--- config.mk ---
export PLATFORM = sky130hd
export DESIGN_NAME = regfile_writeback_flat
export DESIGN_NICKNAME = d
export VERILOG_FILES = /design/src/rtl/regfile_writeback_pkg.sv /design/src/rtl/regfile_writeback_if.sv /design/src/rtl/regfile_writeback_wb_fifo.sv /design/src/rtl/regfile_writeback.sv /design/src/flat_wrapper.sv
export SDC_FILE = /design/constraint.sdc
export NUM_CORES = 1
export LEC_CHECK = 0
export BUFFER_PORTS_ARGS = -buffer_cell sky130_fd_sc_hd__buf_2
export CORE_UTILIZATION = 50
export CTS_CLUSTER_SIZE = 28
export DETAILED_ROUTE_END_ITERATION = 10
export HOLD_SLACK_MARGIN = 0.08
export MAX_ROUTING_LAYER = met4
export PLACE_DENSITY = 0.71
export SYNTH_ARGS = -nofsm -noshare
export SYNTH_HDL_FRONTEND = slang
export SYNTH_SLANG_ARGS = --single-unit
--- constraint.sdc ---
create_clock -name clk -period 2.7 [get_ports clk]
set_input_delay 0.135 -clock clk [delete_from_list [all_inputs] [get_ports clk]]
set_output_delay 0.135 -clock clk [all_outputs]
set_load 0.01 [all_outputs]
--- src/rtl/regfile_writeback_pkg.sv ---
`default_nettype none
// ============================================================================
// Module      : regfile_writeback_pkg
// Description : Shared widths and the write-back entry type used by the
//               write-back arbiter, its result FIFO and its bus interface.
// Revision    : 1.0 - initial release
// ============================================================================
package regfile_writeback_pkg;

    localparam int REG_ADDR_W = 5;
    localparam int DATA_W     = 32;

    // One buffered long-latency result: destination register plus value.
    typedef struct packed {
        logic [REG_ADDR_W-1:0] rd;
        logic [DATA_W-1:0]     data;
    } wb_entry_t;

endpackage : regfile_writeback_pkg
`default_nettype wire

--- src/rtl/regfile_writeback_if.sv ---
`default_nettype none
// ============================================================================
// Module      : regfile_writeback_if
// Description : Bundle of every write-back signal except clk/rst.
//               slave  : the write-back block (regfile_writeback)
//               master : execute/memory/decode side driving results/queries
//               Groups: ALU result, long-latency result (valid/ready),
//               issue notification, two RAW queries, register-file write
//               port and FIFO occupancy.
// Revision    : 1.0 - initial release
// ============================================================================
interface regfile_writeback_if
    import regfile_writeback_pkg::*;
#(
    parameter int DEPTH = 4
);
    localparam int CNT_W = $clog2(DEPTH) + 1;

    logic                  alu_valid;
    logic [REG_ADDR_W-1:0] alu_rd;
    logic [DATA_W-1:0]     alu_data;

    logic                  lc_valid;
    logic                  lc_ready;
    logic [REG_ADDR_W-1:0] lc_rd;
    logic [DATA_W-1:0]     lc_data;

    logic                  iss_valid;
    logic [REG_ADDR_W-1:0] iss_rd;

    logic [REG_ADDR_W-1:0] q_addr0;
    logic [REG_ADDR_W-1:0] q_addr1;
    logic                  q_busy0;
    logic                  q_busy1;

    logic                  rf_wen;
    logic [REG_ADDR_W-1:0] rf_waddr;
    logic [DATA_W-1:0]     rf_wdata;

    logic [CNT_W-1:0]      fifo_count;

    modport slave (
        input  alu_valid, alu_rd, alu_data,
        input  lc_valid, lc_rd, lc_data,
        output lc_ready,
        input  iss_valid, iss_rd,
        input  q_addr0, q_addr1,
        output q_busy0, q_busy1,
        output rf_wen, rf_waddr, rf_wdata,
        output fifo_count
    );

    modport master (
        output alu_valid, alu_rd, alu_data,
        output lc_valid, lc_rd, lc_data,
        input  lc_ready,
        output iss_valid, iss_rd,
        output q_addr0, q_addr1,
        input  q_busy0, q_busy1,
        input  rf_wen, rf_waddr, rf_wdata,
        input  fifo_count
    );

endinterface : regfile_writeback_if
`default_nettype wire

--- src/rtl/regfile_writeback_wb_fifo.sv ---
`default_nettype none
// ============================================================================
// Module      : wb_fifo
// Description : In-order synchronous FIFO of wb_entry_t. Occupancy, full and
//               empty are all registered, so an entry pushed into an empty
//               FIFO becomes visible at the head one cycle later.
//               Ports: i_push/i_entry (write), i_pop/o_head (read),
//               o_full, o_empty, o_count.
// Revision    : 1.0 - initial release
// ============================================================================
module wb_fifo
    import regfile_writeback_pkg::*;
#(
    parameter int DEPTH = 4
) (
    input  wire logic                   clk,
    input  wire logic                   rst,
    input  wire logic                   i_push,
    input  wire wb_entry_t              i_entry,
    input  wire logic                   i_pop,
    output      wb_entry_t              o_head,
    output      logic                   o_full,
    output      logic                   o_empty,
    output      logic [$clog2(DEPTH):0] o_count
);
    localparam int c_PTR_W = $clog2(DEPTH);
    localparam int c_CNT_W = c_PTR_W + 1;

    wb_entry_t            r_mem [DEPTH];
    logic [c_PTR_W-1:0]   r_wr_ptr;
    logic [c_PTR_W-1:0]   r_rd_ptr;
    logic [c_CNT_W-1:0]   r_count;

    logic                 w_push;
    logic                 w_pop;

    // Requests beyond capacity/occupancy are ignored rather than corrupting state.
    assign w_push = i_push && !o_full;
    assign w_pop  = i_pop  && !o_empty;

    // Storage needs no reset: pointers/count define what is valid.
    always_ff @(posedge clk) begin
        if (w_push) begin
            r_mem[r_wr_ptr] <= i_entry;
        end
    end

    always_ff @(posedge clk) begin
        if (rst) begin
            r_wr_ptr <= '0;
            r_rd_ptr <= '0;
            r_count  <= '0;
        end else begin
            if (w_push) begin
                r_wr_ptr <= r_wr_ptr + 1'b1;   // DEPTH is a power of 2: natural wrap
            end
            if (w_pop) begin
                r_rd_ptr <= r_rd_ptr + 1'b1;
            end
            case ({w_push, w_pop})
                2'b10:   r_count <= r_count + 1'b1;
                2'b01:   r_count <= r_count - 1'b1;
                default: r_count <= r_count;
            endcase
        end
    end

    assign o_head  = r_mem[r_rd_ptr];
    assign o_full  = (r_count == c_CNT_W'(DEPTH));
    assign o_empty = (r_count == '0);
    assign o_count = r_count;

endmodule : wb_fifo
`default_nettype wire

--- src/rtl/regfile_writeback.sv ---
`default_nettype none
// ============================================================================
// Module      : regfile_writeback
// Description : Write-back arbiter and pending-write scoreboard in front of
//               the register file's single write port. ALU results always
//               win; buffered long-latency results drain when the ALU is idle.
//               A 32-bit pending map, set on issue and cleared when the FIFO
//               result reaches the register file, answers decode RAW queries.
//               Ports: clk, rst, bus (regfile_writeback_if.slave).
// Revision    : 1.0 - initial release
// ============================================================================
module regfile_writeback
    import regfile_writeback_pkg::*;
#(
    parameter int DEPTH = 4
) (
    input wire logic            clk,
    input wire logic            rst,
    regfile_writeback_if.slave  bus
);
    localparam int c_NUM_REGS = 1 << REG_ADDR_W;

    wb_entry_t             w_lc_entry;
    wb_entry_t             w_head;
    logic                  w_full;
    logic                  w_empty;
    logic                  w_push;
    logic                  w_pop;
    logic [$clog2(DEPTH):0] w_count;

    logic                  r_rf_wen;
    logic [REG_ADDR_W-1:0] r_rf_waddr;
    logic [DATA_W-1:0]     r_rf_wdata;
    logic                  r_src_fifo;      // current rf write originated in the FIFO
    logic [c_NUM_REGS-1:0] r_pending;
    logic [c_NUM_REGS-1:0] w_pending_next;

    assign w_lc_entry = '{rd: bus.lc_rd, data: bus.lc_data};
    assign w_push     = bus.lc_valid && bus.lc_ready;
    // The FIFO drains only in cycles the ALU leaves the write port free.
    assign w_pop      = !bus.alu_valid && !w_empty;

    wb_fifo #(
        .DEPTH (DEPTH)
    ) u_fifo (
        .clk     (clk),
        .rst     (rst),
        .i_push  (w_push),
        .i_entry (w_lc_entry),
        .i_pop   (w_pop),
        .o_head  (w_head),
        .o_full  (w_full),
        .o_empty (w_empty),
        .o_count (w_count)
    );

    // Output registers and source flag. With nothing selected the address
    // and data simply hold; only the enable matters to the register file.
    always_ff @(posedge clk) begin
        if (rst) begin
            r_rf_wen   <= 1'b0;
            r_rf_waddr <= '0;
            r_rf_wdata <= '0;
            r_src_fifo <= 1'b0;
        end else if (bus.alu_valid) begin
            r_rf_wen   <= (bus.alu_rd != '0);
            r_rf_waddr <= bus.alu_rd;
            r_rf_wdata <= bus.alu_data;
            r_src_fifo <= 1'b0;
        end else if (w_pop) begin
            r_rf_wen   <= (w_head.rd != '0);
            r_rf_waddr <= w_head.rd;
            r_rf_wdata <= w_head.data;
            r_src_fifo <= 1'b1;
        end else begin
            r_rf_wen   <= 1'b0;
            r_src_fifo <= 1'b0;
        end
    end

    // Clear is applied before set so a same-cycle re-issue keeps the bit.
    always_comb begin
        w_pending_next = r_pending;
        if (r_rf_wen && r_src_fifo) begin
            w_pending_next[r_rf_waddr] = 1'b0;
        end
        if (bus.iss_valid && (bus.iss_rd != '0)) begin
            w_pending_next[bus.iss_rd] = 1'b1;
        end
    end

    always_ff @(posedge clk) begin
        if (rst) begin
            r_pending <= '0;
        end else begin
            r_pending <= w_pending_next;
        end
    end

    // Bit 0 can never be set, so x0 queries always read not-busy.
    assign bus.q_busy0    = r_pending[bus.q_addr0];
    assign bus.q_busy1    = r_pending[bus.q_addr1];

    assign bus.lc_ready   = !w_full && !rst;
    assign bus.rf_wen     = r_rf_wen;
    assign bus.rf_waddr   = r_rf_waddr;
    assign bus.rf_wdata   = r_rf_wdata;
    assign bus.fifo_count = w_count;

endmodule : regfile_writeback
`default_nettype wire
--- src/flat_wrapper.sv ---
// flat-port wrapper written by rule: the top's interface ports become plain ports
module regfile_writeback_flat import regfile_writeback_pkg::*;
#(
    parameter int DEPTH = 4
)
  (clk, rst, bus_alu_valid, bus_alu_rd, bus_alu_data, bus_lc_valid, bus_lc_rd, bus_lc_data, bus_lc_ready, bus_iss_valid, bus_iss_rd, bus_q_addr0, bus_q_addr1, bus_q_busy0, bus_q_busy1, bus_rf_wen, bus_rf_waddr, bus_rf_wdata, bus_fifo_count);
  regfile_writeback_if #(.DEPTH(DEPTH)) bus_i ();
  input wire logic clk;
  input wire logic rst;
  input wire logic [$bits(bus_i.alu_valid)-1:0] bus_alu_valid;
  input wire logic [$bits(bus_i.alu_rd)-1:0] bus_alu_rd;
  input wire logic [$bits(bus_i.alu_data)-1:0] bus_alu_data;
  input wire logic [$bits(bus_i.lc_valid)-1:0] bus_lc_valid;
  input wire logic [$bits(bus_i.lc_rd)-1:0] bus_lc_rd;
  input wire logic [$bits(bus_i.lc_data)-1:0] bus_lc_data;
  output wire logic [$bits(bus_i.lc_ready)-1:0] bus_lc_ready;
  input wire logic [$bits(bus_i.iss_valid)-1:0] bus_iss_valid;
  input wire logic [$bits(bus_i.iss_rd)-1:0] bus_iss_rd;
  input wire logic [$bits(bus_i.q_addr0)-1:0] bus_q_addr0;
  input wire logic [$bits(bus_i.q_addr1)-1:0] bus_q_addr1;
  output wire logic [$bits(bus_i.q_busy0)-1:0] bus_q_busy0;
  output wire logic [$bits(bus_i.q_busy1)-1:0] bus_q_busy1;
  output wire logic [$bits(bus_i.rf_wen)-1:0] bus_rf_wen;
  output wire logic [$bits(bus_i.rf_waddr)-1:0] bus_rf_waddr;
  output wire logic [$bits(bus_i.rf_wdata)-1:0] bus_rf_wdata;
  output wire logic [$bits(bus_i.fifo_count)-1:0] bus_fifo_count;
  assign bus_i.alu_valid = bus_alu_valid;
  assign bus_i.alu_rd = bus_alu_rd;
  assign bus_i.alu_data = bus_alu_data;
  assign bus_i.lc_valid = bus_lc_valid;
  assign bus_i.lc_rd = bus_lc_rd;
  assign bus_i.lc_data = bus_lc_data;
  assign bus_lc_ready = bus_i.lc_ready;
  assign bus_i.iss_valid = bus_iss_valid;
  assign bus_i.iss_rd = bus_iss_rd;
  assign bus_i.q_addr0 = bus_q_addr0;
  assign bus_i.q_addr1 = bus_q_addr1;
  assign bus_q_busy0 = bus_i.q_busy0;
  assign bus_q_busy1 = bus_i.q_busy1;
  assign bus_rf_wen = bus_i.rf_wen;
  assign bus_rf_waddr = bus_i.rf_waddr;
  assign bus_rf_wdata = bus_i.rf_wdata;
  assign bus_fifo_count = bus_i.fifo_count;
  regfile_writeback #(.DEPTH(DEPTH)) u_core (.clk(clk), .rst(rst), .bus(bus_i));
endmodule
# Word level (Yosys, flattened, before mapping)
# Memory sizes are Yosys's and may differ from the RTL's. A register that Yosys moved wholly into a read port is not among the register bits.
# Cells that the tools add are included.
# classes
n_addsub	4
n_lt_le_gt_ge	6
eq_ne	3
n_mux	22
n_bitwise	3
n_reduce_logical	20
# ops
operator	n
32-bit 2-to-1 mux	4
32-bit AND	1
32-bit NOT	1
32-bit bitwise OR	1
5-bit by 6-bit less-than comparator with 1-bit output (second input constant)	4
5-bit nonzero test	3
1-bit binary-select mux with 5-bit select	2
1-bit demux with 5-bit select	2
5-bit by 1-bit >= comparator with 1-bit output (second input constant)	2
5-bit 2-to-1 mux	2
1-bit logical AND	9
1-bit 2-to-1 mux	9
3-bit one-hot mux with 2 select lines	1
2-bit by 1-bit adder with 2-bit output (second input constant)	2
1-bit logical NOT	4
2-bit 2-to-1 mux	2
2-bit nonzero test	2
3-bit by 1-bit adder with 3-bit output (second input constant)	1
3-bit == test (second input constant)	1
3-bit logical NOT	1
3-bit by 1-bit subtractor with 3-bit output (second input constant)	1
2-bit by 1-bit == test with 1-bit output (second input constant)	1
2-bit == test (second input constant)	1
2-bit OR reduction	1
# word_totals
register_bits	78
mem_bits_rw	148
inputBits	94
output_inout_bits	44
wordCells	67
memories	1
# mem_list
name	words	width	read_ports	rd_ports_with_merged_regs	write_ports	line_no	text
u_core.u_fifo.r_mem	4	37	1	1	1	regfile_writeback_wb_fifo.sv:29	wb_entry_t r_mem [DEPTH];

# Logic depth before layout (Yosys ltp)
# Gate-level depths: netlist of run 1.
# depth
depth_word	9
ltp_mapped	10
depth_no_buf	10

# Modules after synthesis
# A second synthesis of run 1 with hierarchy kept.
# hier_totals
hier_cells	714
hier_area_um2	9555.4
# by_module_without_submodules
mod	n_inst	cells_each	area_per_inst_um2	seq_area_each_um2
wb_fifo	1	247	5866.9	4624.4
regfile_writeback	1	467	3688.5	1421.4

# Worst setup path before layout of run 1
# No wires, ideal clock.
# synth_path
kind	flip-flop to flip-flop
startpoint	register u_core.u_fifo.r_count[0], in the netlist u_core.u_fifo.o_count[0]
endpoint	memory u_core.u_fifo.r_mem[0][0] (netlist bit) (enable)
setup_time_ns	0.398
t_arrival_ns	1.956
required_ns	2.302
path_slack_ns	0.346
stages_incl_launch_ff	4
n_path_buf	0
period_less_slack_ns	2.354
cell_sequence	dfxtp_1 > inv_1 > a31oi_1 > and3_1
# synth_via
elab_chain_len	7
# synth_lines
item	line_no	text
start: declaration	regfile_writeback_wb_fifo.sv:32	logic [c_CNT_W-1:0] r_count;
start signal: assignment	regfile_writeback_wb_fifo.sv:61	2'b10: r_count <= r_count + 1'b1;
start signal: assignment	regfile_writeback_wb_fifo.sv:62	2'b01: r_count <= r_count - 1'b1;
start signal: assignment	regfile_writeback_wb_fifo.sv:63	default: r_count <= r_count;
3-bit == test	regfile_writeback_wb_fifo.sv:69	assign o_full = (r_count == c_CNT_W'(DEPTH));
1-bit logical NOT	regfile_writeback.sv:104	assign bus.lc_ready = !w_full && !rst;
1-bit logical AND	regfile_writeback.sv:104	
via bus_lc_ready	flat_wrapper.sv:16	output wire logic [$bits(bus_i.lc_ready)-1:0] bus_lc_ready;
1-bit logical AND	regfile_writeback.sv:39	assign w_push = bus.lc_valid && bus.lc_ready;
1-bit logical AND	regfile_writeback_wb_fifo.sv:38	assign w_push = i_push && !o_full;
1-bit 2-to-1 mux	regfile_writeback_wb_fifo.sv:43	if (w_push) begin
1-bit 2-to-1 mux (not written as such)	regfile_writeback_wb_fifo.sv:44	r_mem[r_wr_ptr] <= i_entry;
end: declaration	regfile_writeback_wb_fifo.sv:29	
# The timed path passes the listed nets, and every way through them passes these cells.

# Final worst setup path of run 1
# layout_path
startpoint	register u_core.u_fifo.r_count[0], in the netlist u_core.u_fifo.o_count[0]
endpoint	register u_core.u_fifo.r_count[2], in the netlist u_core.u_fifo.o_count[2]
# layout_via
elab_chain_len	7
word_cells_on_any_way	15
cone_classes	2 x add/sub; 3 x eq/ne; 1 x mux; 9 x reduce/logical
# layout_lines
item	line_no	text
3-bit == test	regfile_writeback_wb_fifo.sv:69	
1-bit logical NOT	regfile_writeback_wb_fifo.sv:38, regfile_writeback.sv:104	
1-bit logical AND	regfile_writeback.sv:104	
1-bit logical AND	regfile_writeback.sv:39	
1-bit logical AND	regfile_writeback_wb_fifo.sv:38	
2-bit by 1-bit == test with 1-bit output or 2-bit == test (tied branches)	regfile_writeback_wb_fifo.sv:60	case ({w_push, w_pop})
3-bit one-hot mux with 2 select lines or 2-bit nonzero test (tied branches)	-	
# Several ways; a longest one is shown, not always the timed one.
# A chain may end at the register's enable or synchronous reset.

==> results of run 1 <==
layer usage:
metal | GRT usage, % | part of all wire, % | vias to the layer above
met5 | - | 0 | -
met4 | 8.19 | 2.5 | 0
met3 | 3.37 | 5.3 | 58
met2 | 40.6 | 50 | 275
met1 | 30.1 | 42 | 3345
li1 | - | - | 3107
cell families (layout without fill, tap and decap cells):
kind of cell,after synthesis,in the layout
DFF,228,228
muxes,61,61
adders and majority gates,6,6
xor gates and xnor gates,5,5
other,0,1
buffers and inverters,87,320
AOI/OAI and AO/OA,165,165
and+or+nand+nor,149,149
synth_stat cells (all sizes together) (3+ instances only):
cell	n
edfxtp	148
nand3	3
a221oi	46
mux2i	24
and3b	3
a2111oi	8
dfxtp	80
nor2	16
or3	4
buf	23
and2	3
clkbuf	20
nand3b	3
a21oi	72
inv	44
nand4	4
nor2b	13
o21ai	33
nor3b	5
xor2	3
mux4	37
ha	5
nand2	81
and3	6
sequential cells by signal, indices dropped and copies added, names as in the netlist, named ones only:
register	flops
u_core.r_pending	32
u_core.u_fifo.r_mem	148
u_core.bus.rf_waddr	5
u_core.u_fifo.o_count	3
u_core.bus.rf_wdata	32
u_core.u_fifo.r_wr_ptr	2
u_core.u_fifo.r_rd_ptr	2
u_core.bus.rf_wen	1
u_core.r_src_fifo	1
worst register-to-register path, delay by kind of cell, from the launching register on:
| family | cells | cell delay, ns |
|---|---|---|
| buffers and inverters | 3 | 0.24 |
| adders and majority gates | 2 | 0.56 |
| and+or+nand+nor | 2 | 0.59 |
| AOI/OAI and AO/OA | 2 | 0.32 |
| DFF | 1 | 0.36 |
| xor gates and xnor gates | 1 | 0.17 |
layout make-up:
| class | instances | area [um2] | share of cell area [%] |
|---|---|---|---|
| Clock buffer | 32 | 629 | 5.32 |
| Clock inverter | 10 | 47.5 | 0.402 |
| Antenna cell | 1 | 2.50 | 0.0212 |
| Sequential cell | 228 | 6050 | 51.1 |
| Tap cell | 229 | 287 | 2.42 |
| Timing Repair Buffer | 234 | 1660 | 14.1 |
| Multi-Input combinational cell | 386 | 2990 | 25.3 |
| Inverter | 44 | 165 | 1.40 |
report_power, final:
group          switching, W  internal, W
clock               0.00128      0.00163
sequential         0.000230      0.00398
combinational       0.00118     0.000913
total               0.00269      0.00652
worst max path at each step:
stage | start | endpoint | slack [ns] | cells after the start
2_1_floorplan | u_core.u_fifo.o_count[0] | u_core.u_fifo.r_mem[0][0] | 0.35 | 3
3_3_place_gp | u_core.u_fifo.o_count[0] | u_core.u_fifo.o_count[2] | 0.56 | 10
3_5_place_dp | u_core.u_fifo.o_count[0] | u_core.u_fifo.o_count[2] | 0.42 | 10
4_1_cts | u_core.u_fifo.o_count[0] | u_core.u_fifo.o_count[2] | 0.38 | 10
5_1_grt | u_core.u_fifo.o_count[0] | u_core.u_fifo.o_count[2] | 0.24 | 10
6_report | u_core.u_fifo.o_count[0] | u_core.u_fifo.o_count[2] | 0.37 | 10
metrics by stage:
step	util (%)	cell area [um2]	worst slack [ns]	hold WS, ns	instances
global route	65.0	11800	0.238	0.176	1164
detailed placement	56.6	10300	0.415	0.353	1036
CTS	65.0	11800	0.375	0.129	1163
floorplan	-	9440	0.346	0.234	701
global placement	56.6	10300	0.563	0.345	1036
finish	65.0	11800	0.368	0.149	1164
timing repair:
action / in CTS / in global routing
resized for setup: 0 / 0
hold buffers: 85 / 0
hold endpoints to repair: 207 / 0
==> flow_summary.ini, run 1 <==
[synthesis]
synth_top_area_cell = edfxtp_1
synth_area_um2 = 9440
synth_seq_cells = 228
synth_top_family_by_area = multiplexers
synth_compound_area_share_pct = 11.0
syn_inst = 701
yosysWarnings = 0
syn_area_per_cell_um2 = 13.5
synth_mux_area_share_pct = 11.7
seq_area_frac_synth_pct = 64.1
synthTopCellsByArea = edfxtp_1 47%, dfxtp_1 17%, mux4_2 7.2%
synth.distinct_cells = 40
synth_edf_count = 148
synthAdderAreaFrac_pct = 0.875
synth-xor-area-share_pct = 0.464
async_flop_share_pct = 0
synthSimpleGateAreaFrac_pct = 7.52
syn_nets = 801
synth_flop_cell = edfxtp_1
synth_top_cell_area_share_pct = 47.1

[timing]
period_needed_ns = 2.33
finalHoldViolations = 0
maxSlewViolCount = 0
fin_crit_sh_pct = 86.4
rsz0062_at_grt = no
worst_pin_slew_ns = 0.876
fin_skew_ns = 0.0174
timing.fmax_mhz = 429
fin_setup_tns_ns = 0
setup_violations = 0
slew_headroom_pct = 41.6

[detailed_routing]
ant_nets = 0
drtPass1Iterations = 6
routed_wirelength_mm = 22.8
drt_iter0_drc = 488
vias = 6785
drcViolationCount = 0
avgViaCountPerCell = 5.83
wl_per_cell_um = 19.6

[floorplanning]
core_area_um2 = 18200
initial_utilization_pct = 51.8
die_area_um2 = 19400
fp-row-count = 49
pin_count = 138
die_y_um = 139
die_w_um = 139

[critical_path]
critPathMaxStageDelay_ns = 0.38
critPathMostFrequentCell = inv_1
cp_num_buf_inv = 3
reg2reg_to = u_core.u_fifo.o_count[2]
critical_path_class = register to register
critPathSlowestCell = fa_1
crit_fanout = 6
cp-start-kind = register
r2r_setup_slack_ns = 0.37
arrival_ns = 2.75
cp-end-kind = register
required_ns = 3.12
reg2reg_from = u_core.u_fifo.o_count[0]
path_cells = inv_1, a31oi_1, and2_2, inv_1, ha_1, inv_1, fa_1, xor2_1, or3_1, a21oi_1
cp_top_family = simple AND/OR/NAND/NOR gates
reg2regPathDepth = 10

[clock_tree]
cts_htree_levels = 1
clk_latency_ns = 0.51
cts_buffers = 23
cts-root-buf = clkbuf_16
clock-sinks = 228
cts.clk_slew.worst_paths_ns = 0.06
cts_tree = yes
post_cts_buffers = 0
max-clock-path-buffers = 3

[placed_design]
place_congestion = 0.913
dp_hpwl_mm = 14.4
io_buffers = 137

[global_routing]
grt_overflow_total = 0
antenna_found_initial = 1
grt_start_max_net_pins = 80
grt_usage_pct = 24.2
grt_pass1_vias = 6845
grt_pass1_wl_mm = 35.8

[finish]
fill_cells = 1293
final_common_cell = edfxtp_1
layout_common_cells = 148 x edfxtp_1, 137 x buf_2, 85 x dlygate4sd3_1, 81 x nand2_1, 78 x dfxtp_1
areaGrowthSynthToFinish_pct = 25.4
layout-drive-gt1-share_pct = 23.3
nNetsFinal = 1017

[hold_path]
min_path_cells = 5
min_to = u_core.r_pending[25]
hold_path.startpoint = bus_iss_valid
hold_class = primary input to register

[power]
powerDensity_nw_per_um2 = 778
p_leak_nw = 4.40
power.total_w = 0.00921
vdd.ir_drop.worst_mv = 0.520

[run]
drv_cap = 0

[status]
status = finished clean
Power figures use the tool's default switching activity.
==> inputs of run 2 (changes only) <==
--- a/config.mk
+++ b/config.mk
@@ -5,6 +5,7 @@
 export SDC_FILE = /design/constraint.sdc
 export NUM_CORES = 1
 export LEC_CHECK = 0
+export ABC_AREA = 1
 export BUFFER_PORTS_ARGS = -buffer_cell sky130_fd_sc_hd__buf_2
 export CORE_UTILIZATION = 50
 export CTS_CLUSTER_SIZE = 28
@@ -12,6 +13,7 @@
 export HOLD_SLACK_MARGIN = 0.08
 export MAX_ROUTING_LAYER = met4
 export PLACE_DENSITY = 0.71
+export SKIP_LAST_GASP = 1
 export SYNTH_ARGS = -nofsm -noshare
 export SYNTH_HDL_FRONTEND = slang
 export SYNTH_SLANG_ARGS = --single-unit
==> run 2 against run 1 <==
Net effect:
- critical path depth decreased by 2
- fmax rose by 7.7%
- non-clock buffer count rose by 1
- die area up 0.26%
- sequential share of layout area is 0.94 points lower
- register-to-register slack better by 0.23 ns
- via count is 16% higher
- synthesized cell count is 38% higher
- critical endpoint is now u_core.r_pending[13]
==> flow_summary.ini, run 2 <==
[status]
status = finished clean

[power]
combPwrFrac_pct = 19.6
powerDensity_nw_per_um2 = 784
intPower_w = 0.00679
p_leak_nw = 4.61
power.total_w = 0.00945
clkPwrFrac_pct = 36.8
seqPwrFrac_pct = 43.6
vdd.ir_drop.worst_mv = 0.591
sw_frac_of_total_pct = 28.1
p_switching_w = 0.00266

[global_routing]
grt_start_max_net_pins = 75
grt_pass1_wl_mm = 37.5
grt_usage_pct = 25.1
grt_pass1_vias = 7537
antenna_found_initial = 0
grt_overflow_total = 0

[synthesis]
synth_flop_cell = edfxtp_1
synth_common_cells = 218 x nand2_1, 148 x edfxtp_1, 87 x o21ai_0, 80 x dfxtp_1, 79 x nor2_1
synth_seq_cells = 228
synth.distinct_cells = 25
syn_area_per_cell_um2 = 9.82
yosysWarnings = 0
synth_area_um2 = 9460
synth.most_common_cell = nand2_1
async_flop_share_pct = 0
syn_inst = 964
synthTopCellsByArea = edfxtp_1 47%, dfxtp_1 17%, nand2_1 8.6%
synth_edf_count = 148
synth_top_cell_area_share_pct = 47.0
seq_area_frac_synth_pct = 63.9
synth_top_area_cell = edfxtp_1
syn_nets = 1064

[finish]
nNetsFinal = 1271
layout_common_cells = 218 x nand2_1, 148 x edfxtp_1, 137 x buf_2, 87 x o21ai_0, 85 x dlygate4sd3_1
instances_no_fill = 1418
fin_area_um2 = 12100
fill_cells = 1388
antennaDiodeCount = 0
largest_reg_flops = 148
regMostFlops = u_core.u_fifo.r_mem
layout-drive-gt1-share_pct = 17.6
areaGrowthSynthToFinish_pct = 27.3
final_common_cell = nand2_1

[run]
drv_cap = 0

[timing]
slew_headroom_pct = 48.0
period_needed_ns = 2.17
finalHoldViolations = 0
rsz0062_at_grt = no
setup_violations = 0
fin_skew_ns = 0.0107
worst_pin_slew_ns = 0.773
timing.fmax_mhz = 462
maxSlewViolCount = 0
fin_crit_sh_pct = 80.2
fin_setup_tns_ns = 0

[critical_path]
required_ns = 3.16
path_cells = dlygate4sd3_1, buf_2, inv_2, nor3_2, dlygate4sd3_1, nand2_1, dlygate4sd3_1, a21oi_1
critPathSlowestCell = dlygate4sd3_1
arrival_ns = 2.62
cp-start-kind = primary input
cp_num_buf_inv = 5
cp-end-kind = register
critical_path_depth = 8
cp_top_family = buffers and inverters
crit_fanout = 7
critPathMaxStageDelay_ns = 0.78
critPathMostFrequentCell = dlygate4sd3_1
critical_path_class = primary input to register
reg2regPathDepth = 11

[floorplanning]
pin_count = 138
die_y_um = 140
core_area_um2 = 18300
die_area_um2 = 19500
fp-row-count = 49
initial_utilization_pct = 51.8
die_w_um = 140

[clock_tree]
cts_buffers = 24
clk_latency_ns = 0.52
cts_htree_levels = 1
post_cts_buffers = 0
cts.clk_slew.worst_paths_ns = 0.07
cts-root-buf = clkbuf_16
max-clock-path-buffers = 3
cts_tree = yes
clock-sinks = 228

[detailed_routing]
drt_iter0_drc = 613
drtPass1Iterations = 5
vias = 7877
drcViolationCount = 0
avgViaCountPerCell = 5.56
wl_per_cell_um = 16.7
ant_nets = 0
routed_wirelength_mm = 23.7

[hold_path]
min_path_cells = 5
hold_class = primary input to register

[placed_design]
placed_area_um2 = 10400
dp_cells = 1289
place_congestion = 0.867
io_buffers = 137
dp_hpwl_mm = 14.1
[run 2: cell types whose count changed after synthesis, moves of 31 or more]
cell	change
a21oi_1	-31
nor2_1	+63
a221oi_1	-46
a31oi_1	+36
nand3_1	+70
o21ai_0	+54
o22ai_1	+34
nand2_1	+137
o21ai_1	+51
[run 2: metal layers]
layer	track usage (%)	share of wire [%]	vias to the layer above
met2	42.1	49	293
met3	2.96	5.9	37
li1	-	-	3821
met1	31.6	43	3726
met5	-	0	-
met4	8.62	2.0	0
[run 2: worst reg2reg max path: stages, from the launching register on]
cell,delay (ns)
dfxtp_1,0.38
nor2_1,0.10
nand2_1,0.07
nand2_1,0.14
inv_2,0.16
ha_1,0.16
inv_1,0.07
fa_1,0.39
a21oi_1,0.16
o21ai_0,0.14
o21ai_1,0.16
a21oi_1,0.06
[run 2: logic make-up (layout without fill, tap and decap cells)]
group           after synthesis  count (layout)  synth area share (%)
compound gates              252             252                  14.3
fa+ha+maj                     6               6                 0.873
buf+inv                      94             319                  4.31
flops                       228             228                  63.9
simple gates                384             384                  16.6
[run 2: worst paths after layout]
kind	end	start	slack, ns
max	u_core.r_pending[13]	bus_iss_rd[0]	0.53
min	u_core.bus.rf_waddr[1]	bus_alu_rd[1]	0.09
max reg2reg	u_core.u_fifo.o_count[2]	u_core.u_fifo.o_count[1]	0.60
min reg2reg	u_core.r_pending[0]	u_core.r_pending[0]	0.48
[run 2: repair_timing]
item	in CTS	in global routing
resized for setup	0	0
hold buffers	85	0
setup endpoints to repair	0	0
hold endpoints to repair	216	0
[run 2: layout make-up]
type                       instances  area, um2  share of cell area [%]
clock buffer                      29        629                    5.22
tap                              229        287                    2.38
sequential                       228       6050                    50.2
clock inverter                    15        211                    1.75
inverter                          40        153                    1.27
timing repair buffer             235       1680                    14.0
multi-input combinational        642       3040                    25.2
[run 2: through the flow]
stage               utilization [%]  setup WS [ns]  hold WS, ns
floorplan                         -         -0.313        0.234
global placement               56.7          0.780        0.348
detailed placement             56.7          0.638        0.350
CTS                            66.0          0.595       0.0947
global route                   66.0          0.488       0.0959
finish                         66.0          0.534       0.0907
[run 2: power by group through the flow]
stage                     sequential [W]  combinational, W  clock (W)
after CTS                        0.00411           0.00185    0.00350
after detailed placement         0.00418           0.00174          0
after global routing             0.00414           0.00208    0.00363
final                            0.00412           0.00186    0.00348
after floorplan                  0.00425           0.00109          0
after global placement           0.00418           0.00171          0
